--- config.mk ---
export PLATFORM = sky130hd
export DESIGN_NAME = regfile_write_arbiter
export DESIGN_NICKNAME = d
export VERILOG_FILES = /design/src/rtl/regfile_write_arbiter.sv
export SDC_FILE = /design/constraint.sdc
export NUM_CORES = 1
export LEC_CHECK = 0
export CORE_MARGIN = 2
export CORE_UTILIZATION = 65
export CTS_BUF_LIST = sky130_fd_sc_hd__clkbuf_8
export DETAILED_ROUTE_END_ITERATION = 6
export DONT_BUFFER_PORTS = 1
export PLACE_DENSITY = 0.81
export SLEW_MARGIN = 20
export SYNTH_ARGS = -nofsm -noshare
export SYNTH_HDL_FRONTEND = slang
export SYNTH_SLANG_ARGS = --single-unit
--- constraint.sdc ---
create_clock -name clk -period 2.3 [get_ports clk]
set_clock_uncertainty 0.05 [all_clocks]
set_input_delay 0.46 -clock clk [delete_from_list [all_inputs] [get_ports clk]]
set_output_delay 0.46 -clock clk [all_outputs]
set_load 0.02 [all_outputs]
--- src/rtl/regfile_write_arbiter.sv ---
// Two-requester writeback arbiter in front of the register file. Each requester
// has a one-entry holding buffer, and full buffers are granted round-robin.
module regfile_write_arbiter (
    input  logic        clk,
    input  logic        rst,
    input  logic        wr0_valid,
    input  logic [4:0]  wr0_addr,
    input  logic [31:0] wr0_data,
    output logic        wr0_ready,
    input  logic        wr1_valid,
    input  logic [4:0]  wr1_addr,
    input  logic [31:0] wr1_data,
    output logic        wr1_ready,
    output logic        RegWrite,
    output logic [4:0]  WriteReg,
    output logic [31:0] WriteData,
    input  logic [4:0]  qaddr1,
    input  logic [4:0]  qaddr2,
    output logic        pend1,
    output logic        pend2
);

    logic        full0_q, full1_q;
    logic [4:0]  addr0_q, addr1_q;
    logic [31:0] data0_q, data1_q;
    logic        last_q;
    logic        regwrite_q;
    logic [4:0]  writereg_q;
    logic [31:0] writedata_q;

    logic        grant0, grant1;
    logic        acc0, acc1;
    logic [4:0]  gaddr;
    logic [31:0] gdata;

    // last_q names the most recent winner; on a tie the other requester goes.
    always_comb begin
        grant0 = full0_q & (~full1_q | last_q);
        grant1 = full1_q & (~full0_q | ~last_q);
        gaddr  = grant1 ? addr1_q : addr0_q;
        gdata  = grant1 ? data1_q : data0_q;
    end

    // Ready is forced high in reset since the buffers are about to be cleared.
    assign wr0_ready = rst | ~full0_q | grant0;
    assign wr1_ready = rst | ~full1_q | grant1;
    assign acc0      = wr0_valid & wr0_ready;
    assign acc1      = wr1_valid & wr1_ready;

    always_ff @(posedge clk) begin
        if (rst) begin
            full0_q     <= 1'b0;
            full1_q     <= 1'b0;
            addr0_q     <= '0;
            addr1_q     <= '0;
            data0_q     <= '0;
            data1_q     <= '0;
            last_q      <= 1'b1;
            regwrite_q  <= 1'b0;
            writereg_q  <= '0;
            writedata_q <= '0;
        end else begin
            if (acc0) begin
                full0_q <= 1'b1;
                addr0_q <= wr0_addr;
                data0_q <= wr0_data;
            end else if (grant0) begin
                full0_q <= 1'b0;
            end
            if (acc1) begin
                full1_q <= 1'b1;
                addr1_q <= wr1_addr;
                data1_q <= wr1_data;
            end else if (grant1) begin
                full1_q <= 1'b0;
            end
            regwrite_q <= (grant0 | grant1) & (gaddr != 5'd0);
            if (grant0 | grant1) begin
                writereg_q  <= gaddr;
                writedata_q <= gdata;
                last_q      <= grant1;
            end
        end
    end

    assign RegWrite  = regwrite_q;
    assign WriteReg  = writereg_q;
    assign WriteData = writedata_q;

    always_comb begin
        pend1 = (qaddr1 != 5'd0) &
                ((full0_q & (addr0_q == qaddr1)) |
                 (full1_q & (addr1_q == qaddr1)) |
                 (regwrite_q & (writereg_q == qaddr1)));
        pend2 = (qaddr2 != 5'd0) &
                ((full0_q & (addr0_q == qaddr2)) |
                 (full1_q & (addr1_q == qaddr2)) |
                 (regwrite_q & (writereg_q == qaddr2)));
    end

endmodule

==> results of run 1 <==
metal layers:
metal | GRT usage, % | part of all wire, %
met1 | 34.0 | 41
met2 | 48.0 | 49
met3 | 10.2 | 8.6
met4 | 14.4 | 2.2
met5 | 0 | 0
kinds of logic after synthesis:
group	count (synthesis)	synth area share, %
AOI/OAI and AO/OA	114	15.2
and+or+nand+nor	276	23.2
buffers and inverters	48	6.16
DFF	115	46.4
muxes	18	3.63
xor gates and xnor gates	30	5.30
worst paths after layout:
path	start	slack (ns)	endpoint	depth (start not counted)
max	WriteReg[3]	0.11	pend1	5
min	rst	0.05	data0_q[6]	1
max reg2reg	last_q	0.38	data0_q[12]	5
min reg2reg	data1_q[10]	0.40	data1_q[10]	2
state kept, by name, summed over array words and instances, names as in the netlist:
register and count:
WriteData 32, data0_q 32, data1_q 32, WriteReg 5, addr0_q 5, addr1_q 5
RegWrite 1, full0_q 1, full1_q 1, last_q 1
power groups by stage:
stage | clock network (mW) | registers [mW] | logic [mW]
after CTS | 2.09 | 2.29 | 0.422
after global placement | 0 | 2.33 | 0.398
after detailed placement | 0 | 2.33 | 0.419
after global routing | 2.18 | 2.31 | 0.477
final | 2.08 | 2.29 | 0.426
after floorplan | 0 | 2.30 | 0.386
area by class of cell:
cell class,instances,area [µm²],area share (%)
repair buffers,16,145,2.69
flip-flops and latches,115,2320,42.9
well taps,99,124,2.29
clock buffers,21,289,5.35
inverters,3,13.8,0.255
multi-input cells,438,2360,43.6
clock inverters,10,155,2.87
timing repair:
item                       CTS  global route
setup endpoints to repair    2             2
resized for setup            2            13
pin swaps                    0             6
hold endpoints to repair     0             0
cells in the final DEF, fill, tap and decap left out:
cell type / count
a2111oi_0: 9
a2111oi_1: 1
a2111oi_2: 9
a21oi_1: 76
a311oi_1: 13
a32oi_1: 2
and2_1: 3
buf_12: 2
buf_4: 14
bufinv_16: 4
clkbuf_8: 21
clkinv_2: 3
clkinv_4: 1
clkinvlp_4: 1
dfxtp_1: 106
dfxtp_2: 6
dfxtp_4: 3
inv_1: 3
inv_4: 1
mux2i_1: 18
nand2_1: 161
nand2_2: 4
nand2b_1: 1
nand3_1: 15
nand4b_1: 1
nand4bb_4: 1
nor2_1: 72
nor3_1: 1
nor4_1: 11
nor4_2: 1
o21ai_0: 3
o21ai_1: 1
or2_1: 1
or4_1: 4
xnor2_1: 5
xor2_1: 25
worst max-delay path, cell delays in order, from the launching register on:
cell and delay (ns):
dfxtp_4 0.38, xor2_1 0.17, nor4_1 0.28, nand3_1 0.11
a21oi_1 0.17, buf_4 0.16
==> results.toml, run 1 <==
[global_routing]
gr-total-overflow = 0
gr-usage-all-layers_pct = 29.3
grt_pass1_wl_mm = 19.1
grt_max_degree = 118
grt_pass1_vias = 3960
antenna_found_initial = 0

[placement]
place_inst = 671
place_area_um2 = 4930
dp_slack_ns = 0.321
gp_congestion = 0.930
io_buffers = 0
hpwl_mm = 8.12

[timing]
worstMarginPinSlew_ns = 0.679
timing.final.crit_share_pct = 95.4
relSlewSlack_pct = 54.8
post-route-min-period_ns = 2.19
hold_viol_final = 0
slew_viol_final = 0
max_freq_mhz = 456
finalSetupViolations = 0
layout_setup_ws_ns = 0.105
rsz0062_at_grt = "true"
timing.setup.tns_ns = 0
whs_ns = 0.0475

[layout]
num-nets-final = 679
drive_gt1_share_pct = 11.8
fillCellCount = 551
area_growth_pct = 9.01
fin_util_pct = 73.7
diodes = 0
finalNonFillerCells = 702
final_area_um2 = 5410

[power]
powerDensity_nw_per_um2 = 887
ir_worst_vdd_mv = 0.620
power_frac_comb_pct = 8.9
internal_power_mw = 3.58
clkPwrFrac_pct = 43.3
power.total_mw = 4.79
pwr-share-seq_pct = 47.8
switchingPower_mw = 1.21
p_leak_nw = 2.14
swShare_pct = 25.3

[logic_synthesis]
syn_nets = 689
synthArstFlopShare_pct = 0
ys_seq_elements = 115
synth_top_area_share_pct = 46.4
synth.cell_area_um2 = 4960
synth_flop_cell = "dfxtp_1"
synth_edf_count = 0
synth_most_common_cell = "nand2_1"
avgSynthCellArea_um2 = 8.25
synth_top_area_cell = "dfxtp_1"
yosysSeqAreaShare_pct = 46.4
ys_top_cells_by_area = "dfxtp_1 46%, nand2_1 12%, a21oi_1 7.7%"
yosys_warnings = 0
synthCells = 601
synth_cell_types = 30
ys_top_cells_by_count = "161 x nand2_1, 115 x dfxtp_1, 76 x a21oi_1, 72 x nor2_1, 25 x xor2_1"

[cts]
cts_tree = "built"
clock_latency_ns = 0.43
clock-sinks = 115
cts_setup_buffers = 0
numCtsBuffers = 17
path_clk_slew_ns = 0.07
clockBufferDepth = 2
htree_levels = 4
cts_root_buffer = "clkbuf_8"
cts_hold_buf = 0

[floorplanning]
die_w_um = 91.3
io_pins = 130
num_rows = 31
coreArea_um2 = 7330
start_util_pct = 67.6
die_h_um = 91.3
die-area_um2 = 8340

[worst_setup_path]
arrival_ns = 1.68
crit_fanout = 4
endpoint_kind = "output pin"
cp.required_ns = 1.79
critPathKind = "reg2out"
cp-start-kind = "register"

[drt]
drt-initial-drc-count = 210
post-route-drc-count = 0
vias_per_cell = 5.88
vias = 4130
dr.pass1.iters = 5
drt-wirelength-per-cell_um = 17.2
wirelength_mm = 12.1
ant_nets = 0

[worst_hold_path]
hold_path.class = "in2reg"

[flow_run]
drv_cap = 0

[outcome]
status = "completed"
Note: power is estimated with default switching activity, not from simulation.
==> inputs of run 2 (changes only) <==
- ABC_AREA: not set -> 0
==> results of run 2 <==
Final layout, timing and power as in run 1 (identical DEF).
==> inputs of run 3 (changes only) <==
- CTS_BUF_LIST: sky130_fd_sc_hd__clkbuf_8 -> sky130_fd_sc_hd__clkbuf_4 sky130_fd_sc_hd__clkbuf_8
- GPL_TIMING_DRIVEN: not set -> 0
==> run 3 against run 2 <==
- sequential share of layout area decreased by 1.0 points
- clock power decreased by 8%
- sequential power barely moved
- combinational power increased by 15%
- utilization is 1.5 points higher
- cell area grew 2.0%
- via count rose by 2.2%
==> results.toml, run 3 (synthesized netlist as in run 1, its figures left out) <==
[outcome]
status = "completed"

[worst_hold_path]
min_from = "wr0_addr[2]"
worst_hold_path.endpoint = "addr0_q[2]"
holdPathStages = 2
hold_path.class = "in2reg"

[timing]
timing.setup.tns_ns = 0
layout_setup_ws_ns = 0.0632
finalSetupViolations = 0
whs_ns = 0.111
worstMarginPinSlew_ns = 0.661
timing.final.crit_share_pct = 97.3
hold_viol_final = 0
post-route-min-period_ns = 2.24
slew_viol_final = 0
relSlewSlack_pct = 56.0
max_freq_mhz = 447
rsz0062_at_grt = "true"

[cts]
htree_levels = 4
path_clk_slew_ns = 0.07
cts_setup_buffers = 0
cts_tree = "built"
clock-sinks = 115
cts_root_buffer = "clkbuf_8"
clockBufferDepth = 2
cts_hold_buf = 0
numCtsBuffers = 17
clock_latency_ns = 0.42

[floorplanning]
die_h_um = 91.3
io_pins = 130
die_w_um = 91.3
die-area_um2 = 8340
num_rows = 31
coreArea_um2 = 7330
start_util_pct = 67.6

[layout]
layout_common_cells = "161 x nand2_1, 109 x dfxtp_1, 74 x a21oi_1, 72 x nor2_1, 25 x xor2_1"
num-nets-final = 705
drive_gt1_share_pct = 13.3
final_area_um2 = 5510
area_growth_pct = 11.2
diodes = 0
layout_commonest_cell = "nand2_1"
fillCellCount = 576

[placement]
dp_slack_ns = 0.209
io_buffers = 0
place_area_um2 = 5080
gp_congestion = 0.906
hpwl_mm = 8.92

[worst_setup_path]
endpoint_kind = "output pin"
slowest_stage = "dfxtp_2"
critical-path-top-delay-family = "buffers and inverters"
cp_num_buf_inv = 3
crit_path_cell_trace = "buf_12 > inv_2 > buf_4 > nor2_1 > a32oi_1 > a21oi_2"
cp.required_ns = 1.79
max_stage_delay_ns = 0.38
cp-start-kind = "register"
critPathKind = "reg2out"
r2r-start = "full0_q"
r2r_end = "data1_q[4]"
reg2reg_slack_ns = 0.29
crit_fanout = 19
arrival_ns = 1.73
reg2reg_depth = 6

[flow_run]
drv_cap = 0

[drt]
ant_nets = 0
drt-wirelength-per-cell_um = 17.1
post-route-drc-count = 0
vias = 4220
drt-initial-drc-count = 230
dr.pass1.iters = 5
wirelength_mm = 12.4
vias_per_cell = 5.79

[power]
power.total_mw = 4.69
swShare_pct = 27.6
pwr-share-seq_pct = 48.9
switchingPower_mw = 1.29
internal_power_mw = 3.40
clkPwrFrac_pct = 40.7
p_leak_nw = 2.18
powerDensity_nw_per_um2 = 851
ir_worst_vdd_mv = 0.529
power_frac_comb_pct = 10.4

[global_routing]
grt_pass1_wl_mm = 19.6
gr-total-overflow = 0
gr-usage-all-layers_pct = 30.0
grt_pass1_vias = 4120
grt_max_degree = 20
antenna_found_initial = 0
-- run 3: cell count changes in the layout (fill, tap and decap cells not counted), sizes merged --
cell	change
inv	-1
clkinvlp	+2
bufinv	-1
buf	+12
clkbuf	+11
clkinv	+4
-- run 3: what timing repair did --
item | CTS | global route
gates resized for setup | 7 | 6
pin swaps | 1 | 1
endpoints found under the setup margin | 2 | 2
-- run 3: area by class of cell --
class | count | area (µm²) | share of cell area [%]
Inverter | 3 | 11.3 | 0.204
Sequential cell | 115 | 2310 | 41.9
Clock inverter | 14 | 164 | 2.97
Multi-Input combinational cell | 438 | 2370 | 43.0
Clock buffer | 18 | 241 | 4.38
Tap cell | 99 | 124 | 2.25
Buffer | 42 | 289 | 5.24
-- run 3: worst reg2reg max path, delay by kind of cell (launching register included) --
family	cells	cell delay, ns
flip-flops	1	0.31
AND/OR/NAND/NOR	3	0.95
buffers and inverters	2	0.47
AO/OA/AOI/OAI	1	0.16
-- run 3: how the worst max path moves through the flow --
stage	from	end	slack (ns)	cells after the start
after global routing	addr0_q[4]	pend1	-0.03	4
after global placement	full1_q	pend1	0.22	7
after detailed placement	full1_q	pend1	0.21	7
final	full1_q	pend1	0.06	6
after CTS	full1_q	pend1	0.004	6
after floorplan	full1_q	pend1	0.38	7
-- run 3: power by group through the flow --
stage	logic [mW]	clock network (mW)	registers [mW]
after floorplan	0.386	0	2.30
after global placement	0.461	0	2.33
after detailed placement	0.482	0	2.33
after CTS	0.485	1.91	2.29
after global routing	0.544	2.02	2.31
final	0.489	1.91	2.29
-- run 3: metrics by stage --
step / std cells / utilization (%)
CTS: 730 / 74.9
detailed placement: 700 / 69.3
global placement: 700 / 69.3
global route: 729 / 75.2
floorplan: 601 / -
finish: 729 / 75.2
-- run 3: layer usage --
| layer | GRT usage (%) | vias to the layer above | wire (µm) |
|---|---|---|---|
| met5 | 0 | - | 0 |
| met4 | 8.84 | 0 | 140 |
| met3 | 10.3 | 14 | 1070 |
| met2 | 51.3 | 159 | 6160 |
| met1 | 35.5 | 1971 | 5070 |
| li1 | - | 2076 | - |
